===== src/rtl/img_spike_streamer.sv =====
// img_spike_streamer: snapshots an assembled MNIST frame on a start strobe,
// raster-scans it one pixel per clock and emits one address event
// (row, col, index) per set pixel over a valid/ready handshake.
// Reports the accepted spike count and pulses oDONE at end of frame.
// Optional feature macro: IMG_STREAM_LAST_EN adds oEVT_LAST, which is high on
// the final event of the frame (no set pixel above oEVT_INDEX).
module img_spike_streamer #(
    parameter int IMG_W = 28,
    parameter int IMG_H = 28,
    parameter int IDX_W = 10,
    localparam int IMG_BITS = IMG_W * IMG_H
) (
    input  logic                iCLK,
    input  logic                iRESETn,
    input  logic [IMG_BITS-1:0] iIMAGE,
    input  logic                iSTART,
    output logic                oBUSY,
    output logic                oEVT_VALID,
    input  logic                iEVT_READY,
    output logic [4:0]          oEVT_ROW,
    output logic [4:0]          oEVT_COL,
    output logic [IDX_W-1:0]    oEVT_INDEX,
    output logic [IDX_W-1:0]    oSPIKE_COUNT,
    output logic                oDONE
`ifdef IMG_STREAM_LAST_EN
    ,
    output logic                oEVT_LAST
`endif
);

    typedef enum logic [1:0] {
        IDLE = 2'd0,
        SCAN = 2'd1,
        EMIT = 2'd2,
        DONE = 2'd3
    } state_t;

    state_t state_r, state_s;

    // The shadow frame is shifted right as the scan advances, so bit 0 is
    // always the pixel under examination and the upper bits are exactly the
    // pixels still to be scanned.
    logic [IMG_BITS-1:0] shadow_r, shadow_s;
    logic [IDX_W-1:0]    idx_r, idx_s;
    logic [4:0]          row_r, row_s;
    logic [4:0]          col_r, col_s;

    logic                busy_r, busy_s;
    logic                valid_r, valid_s;
    logic [4:0]          evt_row_r, evt_row_s;
    logic [4:0]          evt_col_r, evt_col_s;
    logic [IDX_W-1:0]    evt_idx_r, evt_idx_s;
    logic [IDX_W-1:0]    count_r, count_s;
    logic                done_r, done_s;
`ifdef IMG_STREAM_LAST_EN
    logic                last_r, last_s;
`endif

    logic                is_last_s;
    logic                col_wrap_s;
    logic [4:0]          col_inc_s;
    logic [4:0]          row_inc_s;

    assign is_last_s  = (idx_r == IDX_W'(IMG_BITS - 1));
    assign col_wrap_s = (col_r == 5'(IMG_W - 1));
    assign col_inc_s  = col_wrap_s ? 5'd0 : (col_r + 5'd1);
    assign row_inc_s  = col_wrap_s ? (row_r + 5'd1) : row_r;

    // State register and all registered outputs/datapath, synchronous reset.
    always_ff @(posedge iCLK) begin
        if (!iRESETn) begin
            state_r   <= IDLE;
            shadow_r  <= {IMG_BITS{1'b0}};
            idx_r     <= {IDX_W{1'b0}};
            row_r     <= 5'd0;
            col_r     <= 5'd0;
            busy_r    <= 1'b0;
            valid_r   <= 1'b0;
            evt_row_r <= 5'd0;
            evt_col_r <= 5'd0;
            evt_idx_r <= {IDX_W{1'b0}};
            count_r   <= {IDX_W{1'b0}};
            done_r    <= 1'b0;
`ifdef IMG_STREAM_LAST_EN
            last_r    <= 1'b0;
`endif
        end else begin
            state_r   <= state_s;
            shadow_r  <= shadow_s;
            idx_r     <= idx_s;
            row_r     <= row_s;
            col_r     <= col_s;
            busy_r    <= busy_s;
            valid_r   <= valid_s;
            evt_row_r <= evt_row_s;
            evt_col_r <= evt_col_s;
            evt_idx_r <= evt_idx_s;
            count_r   <= count_s;
            done_r    <= done_s;
`ifdef IMG_STREAM_LAST_EN
            last_r    <= last_s;
`endif
        end
    end

    // Next-state logic.
    always_comb begin
        state_s = state_r;
        case (state_r)
            IDLE: begin
                if (iSTART) state_s = SCAN;
                else        state_s = IDLE;
            end
            SCAN: begin
                if (shadow_r[0])    state_s = EMIT;
                else if (is_last_s) state_s = DONE;
                else                state_s = SCAN;
            end
            EMIT: begin
                if (iEVT_READY) state_s = is_last_s ? DONE : SCAN;
                else            state_s = EMIT;
            end
            DONE:    state_s = IDLE;
            default: state_s = IDLE;
        endcase
    end

    // Next values of the registered outputs and scan counters.
    always_comb begin
        shadow_s  = shadow_r;
        idx_s     = idx_r;
        row_s     = row_r;
        col_s     = col_r;
        busy_s    = busy_r;
        valid_s   = valid_r;
        evt_row_s = evt_row_r;
        evt_col_s = evt_col_r;
        evt_idx_s = evt_idx_r;
        count_s   = count_r;
        done_s    = 1'b0;
`ifdef IMG_STREAM_LAST_EN
        last_s    = last_r;
`endif
        case (state_r)
            IDLE: begin
                if (iSTART) begin
                    shadow_s = iIMAGE;
                    idx_s    = {IDX_W{1'b0}};
                    row_s    = 5'd0;
                    col_s    = 5'd0;
                    count_s  = {IDX_W{1'b0}};
                    busy_s   = 1'b1;
                end else begin
                    busy_s   = 1'b0;
                end
            end
            SCAN: begin
                if (shadow_r[0]) begin
                    valid_s   = 1'b1;
                    evt_row_s = row_r;
                    evt_col_s = col_r;
                    evt_idx_s = idx_r;
`ifdef IMG_STREAM_LAST_EN
                    last_s    = (shadow_r[IMG_BITS-1:1] == {(IMG_BITS-1){1'b0}});
`endif
                end else if (!is_last_s) begin
                    shadow_s = {1'b0, shadow_r[IMG_BITS-1:1]};
                    idx_s    = idx_r + IDX_W'(1);
                    row_s    = row_inc_s;
                    col_s    = col_inc_s;
                end else begin
                    done_s   = 1'b1;
                end
            end
            EMIT: begin
                if (iEVT_READY) begin
                    valid_s = 1'b0;
                    count_s = count_r + IDX_W'(1);
                    if (!is_last_s) begin
                        shadow_s = {1'b0, shadow_r[IMG_BITS-1:1]};
                        idx_s    = idx_r + IDX_W'(1);
                        row_s    = row_inc_s;
                        col_s    = col_inc_s;
                    end else begin
                        done_s   = 1'b1;
                    end
                end else begin
                    valid_s = 1'b1;
                end
            end
            DONE: begin
                busy_s = 1'b0;
            end
            default: begin
                busy_s  = 1'b0;
                valid_s = 1'b0;
            end
        endcase
    end

    assign oBUSY        = busy_r;
    assign oEVT_VALID   = valid_r;
    assign oEVT_ROW     = evt_row_r;
    assign oEVT_COL     = evt_col_r;
    assign oEVT_INDEX   = evt_idx_r;
    assign oSPIKE_COUNT = count_r;
    assign oDONE        = done_r;
`ifdef IMG_STREAM_LAST_EN
    assign oEVT_LAST    = last_r;
`endif

endmodule

===== config.mk =====
export PLATFORM = sky130hd
export DESIGN_NAME = img_spike_streamer
export DESIGN_NICKNAME = d
export VERILOG_FILES = /design/src/rtl/img_spike_streamer.sv
export SDC_FILE = /design/constraint.sdc
export NUM_CORES = 2
export LEC_CHECK = 0
export BUFFER_PORTS_ARGS = -buffer_cell sky130_fd_sc_hd__buf_2
export CORE_MARGIN = 4
export CORE_UTILIZATION = 30
export DETAILED_ROUTE_END_ITERATION = 16
export GPL_TIMING_DRIVEN = 0
export PLACE_DENSITY = 0.48
export SYNTH_ARGS = -nofsm -noshare
export SYNTH_HDL_FRONTEND = slang
export SYNTH_SLANG_ARGS = --single-unit

===== constraint.sdc =====
create_clock -name iCLK -period 4.99 [get_ports iCLK]
set_input_delay 0.998 -clock iCLK [delete_from_list [all_inputs] [get_ports iCLK]]
set_output_delay 0.998 -clock iCLK [all_outputs]
set_load 0.01 [all_outputs]

Word-level counts from Yosys, hierarchy flattened --
Cells that the tools add are included. Widths: inputs -> output; s select.
Word-level totals: word-level logic and storage cells 77, memories kept 0, memory bits (writable) 0, memory bits (read-only) 0, output and inout port bits 33, bits of input ports 788, bits in latches 0, flip-flop bits (word level) 839
Cells by class: eq/ne operators 11, multiply operators 0, magnitude comparators 0, shifts and indexed selects 0, multiplexer cells 38, bitwise operators 0, add/sub/neg operators 4, divide/modulo/power cells 0, reductions and logical operators 11
Operator list (count):
- $mux 784 | 5
- $pmux 784 s3 | 1
- $mux 10 | 5
- $mux 5 | 9
- $pmux 10 s3 | 1
- $pmux 5 s3 | 2
- $add 10x1->10 const B | 2
- $pmux 10 s2 | 1
- $ne 2x2->1 const B | 6
- $add 5x1->5 const B | 2
- $eq 10x10->1 const B | 1
- $pmux 2 s4 | 1
- $reduce_and 4->1 | 2
- $mux 1 | 7
- $mux 2 | 3
- $pmux 1 s2 | 3
- $reduce_and 6->1 | 1
- $reduce_bool 2->1 | 3
- $eq 5x5->1 const B | 1
- $eq 2x2->1 const B | 2
- $reduce_and 2->1 | 2
- $reduce_and 3->1 | 1
- $reduce_bool 3->1 | 1
- $eq 2x1->1 const B | 1
- $logic_not 2->1 | 1

Logic depth before layout (Yosys ltp) --
depth after elaboration 5, gate-level depth with buffers 13, depth with buffers taken out 7

Least setup slack after synthesis --
Ideal clock, no wire load.
path kind input to register, start input port iEVT_READY, end register shadow_r[525], setup time 0.133 ns, stages on the path 10, buffers on the path 5, data arrival time 2.380 ns, setup slack 2.477 ns, cells stage by stage nor2b_4 > or3_1 > o21bai_1 > buf_6 > buf_6 > buf_8 > buf_12 > buf_6 > nand3_2 > o21ai_2
Between the ends: longest elaborated chain between the ends 2
Ends and longest elaborated chain:
- from (decl) | RTL line 19 | input logic iEVT_READY,
- $ne 2x2->1 (no line)
- $reduce_and 6->1 (no line)
- to (signal assigned) | RTL line 73 | shadow_r <= {IMG_BITS{1'b0}};
- to (signal assigned) | RTL line 89 | shadow_r <= shadow_s;
- to (decl) | RTL line 43 | logic [IMG_BITS-1:0] shadow_r, shadow_s;
Every way passes these cells. A chain may end at the register's enable or synchronous reset.

Worst setup path in the final report --
start register state_r[0], end register shadow_r[552]
Between the ends: longest elaborated chain between the ends 3
Ends and longest elaborated chain:
- from (decl) | RTL line 38 | state_t state_r, state_s;
- from (signal assigned) | RTL line 88 | state_r <= state_s;
- $eq 2x1->1, or another cell as far along | RTL line 144 | case (state_r)
- $ne 2x2->1 (no line) / $reduce_bool 3->1 (equally long branches)
- $reduce_and 6->1 (no line)
Several ways; a longest one is shown, not always the timed one.

==> metrics.md <==
| Metric | Value |
|---|---|
| Tcrit/Tclk final | `81.01%` |
| Die Wd | `387.9 um` |
| Clk sinks | `839` |
| Initial Utilization | `30.18%` |
| Gr usage total | `22.18%` |
| Final worst-path setup slack | `0.9478 ns` |
| PortBufs | `819` |
| I/O pins | `821` |
| HPWL after detailed placement | `129.3 mm` |
| First-pass GRT wire length | `262.9 mm` |
| Number of buffers created by CTS | `103` |
| Area of the mapped netlist | `43,310 um2` |
| Headroom to the max-slew limit | `12.63%` |
| Warnings, synthesis | `0` |
| Element type at the critical path start | `flip-flop` |
| Vias in the first global route | `41,035` |
| VDD IR-drop max | `0.2626 mV` |
| Dpl cell area | `49,840 um2` |
| Fmax | `0.2474 GHz` |
| Critical path depth | `10` |
| Unrepaired setup endpoints after global routing | `no` |
| Most Frequent Cell on Critical Path | `clkbuf_1` |
| Syn Nets | `5,632` |
| Gpl congestion | `0.8499` |
| Via count | `43,008` |
| Pre-CTS WS | `0.5293 ns` |
| Avg WL per Cell | `22.58 um` |
| Grt ovf | `0` |
| Clk_lat worst skew | `0.72 ns` |
| Drt first pass iters | `6` |
| Max_cap viols | `0` |
| Layout cells sized above 1 | `33.20%` |
| Mean post-synth cell area | `8.957 um2` |
| Worst EP arrival | `4.68 ns` |
| Top cell type's share of synthesized area | `38.78%` |
| RR Startpoint | `state_r[0]` |
| Ys flop type | `dfxtp_1` |
| Final Hold Fails | `0` |
| DR vias/cell | `5.461` |
| CP endpoint | `shadow_r[552]` |
| Critical-path top delay cell | `clkbuf_1` |
| Nets@finish | `6,558` |
| DRC | `0` |
| Worst min path class | `flip-flop to flip-flop` |
| CTS H-tree depth | `3` |
| Setup Viol. Count Final | `0` |
| Final Util | `37.39%` |
| CTS tree | `built` |
| Initial DRC Count | `3,355` |
| Postcts setup bufs | `0` |
| Slowest Stage Delay on Critical Path | `0.98 ns` |
| Pin count of the biggest net entering global routing | `15` |
| Register bit total from synthesis | `839` |
| CTS root buf | `clkbuf_16` |
| Fill count | `15,101` |
| PwrDens | `338.2 nW/um2` |
| Max Clock Skew | `0.02889 ns` |
| Cell count of the worst reg-to-reg path | `10` |
| Setup CP Type | `flip-flop to flip-flop` |
| Yosys top cell by area | `dfxtp_1` |
| Longest Clk Path Bufs | `3` |
| Die ar. | `150,500 um2` |
| Row count | `139` |
| Reg2Reg Setup Slack | `0.95 ns` |
| Post-CTS Hold Buffers | `0` |
| Setup crit start | `state_r[0]` |
| Slew Viols, Final | `0` |
| Leak Pwr | `19.54 nW` |
| Crit path max-delay family | `buffers and inverters` |
| Core Area | `143,500 um2` |
| Distinct cells, synth | `54` |
| Syn-to-layout area delta | `23.88%` |
| Data required, critical path | `5.63 ns` |
| R2r endpoint | `shadow_r[552]` |
| WL final | `177.8 mm` |
| Worst Setup End Kind | `flip-flop` |
| Critical-path maximum fanout | `10` |
| Die height | `387.9 um` |
| Seq/Total Area, Yosys | `38.78%` |
| Routed Antenna Nets | `0` |
| Cell Chain, Critical Path | `inv_1, ha_1, clkbuf_1, inv_2, clkbuf_1, clkbuf_1, clkbuf_1, a32o_1, nand2_1, o21ai_1` |
| Number of synthesized flops with an enable pin | `0` |
| Asr flop ratio synth | `0%` |
| Initial antenna violation count | `174` |
| Outcome | `finished, final reports clean` |
| Cts repair resizes | `0` |
| Crit path buf inv count | `6` |
| Clock transition at the registers of the reported paths | `0.06 ns` |
| Pin slew with the least headroom to its limit | `1.311 ns` |
| Fin crit period | `4.042 ns` |
| Post-route cell area | `53,650 um2` |
| Mapped Cells | `4,835` |
| Synth top area cells | `dfxtp_1 (39%), a32o_1 (18%), nand3_2 (13%)` |
==> worst min-delay path, delay by kind of cell (launching register included) <==
kind / cells / cell delay (ns)
and+or+nand+nor: 1 / 0.05
AOI/OAI and AO/OA: 1 / 0.05
DFF: 1 / 0.31
==> power by group <==
part / switching [mW] / internal, mW / total, mW / leakage, nW
registers: 0.320 / 7.21 / 7.53 / 6.90
logic: 1.68 / 1.13 / 2.82 / 10.9
clock network: 3.22 / 4.57 / 7.80 / 1.75
total: 5.23 / 12.9 / 18.1 / 19.5
==> per-stage QoR <==
step / total power [mW] / TNS [ns] / hold WS (ns) / cells
3_3_place_gp: 10.47 / -4.029 / 0.4416 / 7557
2_1_floorplan: 9.453 / 0 / 0.4346 / 4835
3_5_place_dp: 10.47 / 0 / 0.4453 / 7559
4_1_cts: 18.36 / 0 / 0.4560 / 7752
5_1_grt: 18.93 / 0 / 0.4685 / 7816
6_report: 18.14 / 0 / 0.4525 / 7875
==> sequential cells by signal (all words and copies together) (netlist names) <==
register      cells
col_r             5
idx_r            10
shadow_r        784
oEVT_ROW          5
oEVT_VALID        1
oDONE             1
row_r             5
state_r           2
oEVT_INDEX       10
oBUSY             1
oEVT_COL          5
oSPIKE_COUNT     10
==> cell usage after synthesis (7+ instances only) <==
library cell,count
buf_6,24
nand2_1,844
buf_8,40
or3_1,8
and3_1,7
nand3_2,580
nor2_1,21
o21ai_1,552
nand3_1,213
inv_1,7
xor2_1,15
buf_2,234
nand4_1,14
a32o_1,782
o21ai_2,50
clkbuf_1,292
o21ai_0,187
a21oi_1,9
a21boi_0,27
dfxtp_1,839
ha_1,9
buf_1,24
==> worst min-delay path by stage <==
stage	start	end	slack (ns)	cells past startpoint
after detailed placement	shadow_r[185]	shadow_r[185]	0.45	2
after floorplan	shadow_r[100]	shadow_r[100]	0.43	2
final	shadow_r[216]	shadow_r[216]	0.45	2
after global routing	shadow_r[294]	shadow_r[294]	0.47	2
after CTS	shadow_r[185]	shadow_r[185]	0.46	2
after global placement	shadow_r[499]	shadow_r[499]	0.44	2
==> layout make-up <==
type	count	area [um2]	area share (%)
Multi-Input combinational cell	3364	23140	43.14
Sequential cell	839	16800	31.31
Timing Repair Buffer	821	4124	7.687
Buffer	624	3371	6.283
Clock buffer	151	3070	5.723
Tap cell	1903	2381	4.438
Clock inverter	42	425.4	0.7930
Antenna cell	123	307.8	0.5737
Inverter	8	30.03	0.05598
==> cells in the final DEF, fill, tap and decap left out, drive strengths merged, types with 3 or more instances in the layout <==
master,count
clkbuf,447
a32o,782
o22ai,3
inv,9
nor2b,6
ha,9
a21oi,9
nor3b,4
clkinv,33
nand3,793
dfxtp,839
buf,1149
a21boi,28
nor2,21
and2,5
bufinv,6
diode,123
and3,7
nand2,844
o21ai,789
xor2,15
nand4,14
or3,8
==> layer usage <==
layer / wire [um] / up-vias / global-route usage, %
met5: 321 / - / 0
met2: 80960 / 1373 / 34.08
met4: 5502 / 46 / 9.126
met3: 11910 / 321 / 5.245
li1: - / 20226 / -
met1: 79090 / 21042 / 29.82
==> cells by family after synthesis <==
family,count (synthesis),synth area share [%]
AO/OA/AOI/OAI,1624,28.50
XOR/XNOR,17,0.3438
adder cells (fa/ha/maj),9,0.2600
buffers and inverters,632,7.847
flip-flops,839,38.78
multiplexers,1,0.02311
AND/OR/NAND/NOR,1713,24.25
No activity file was read; power rests on OpenSTA's default activity.
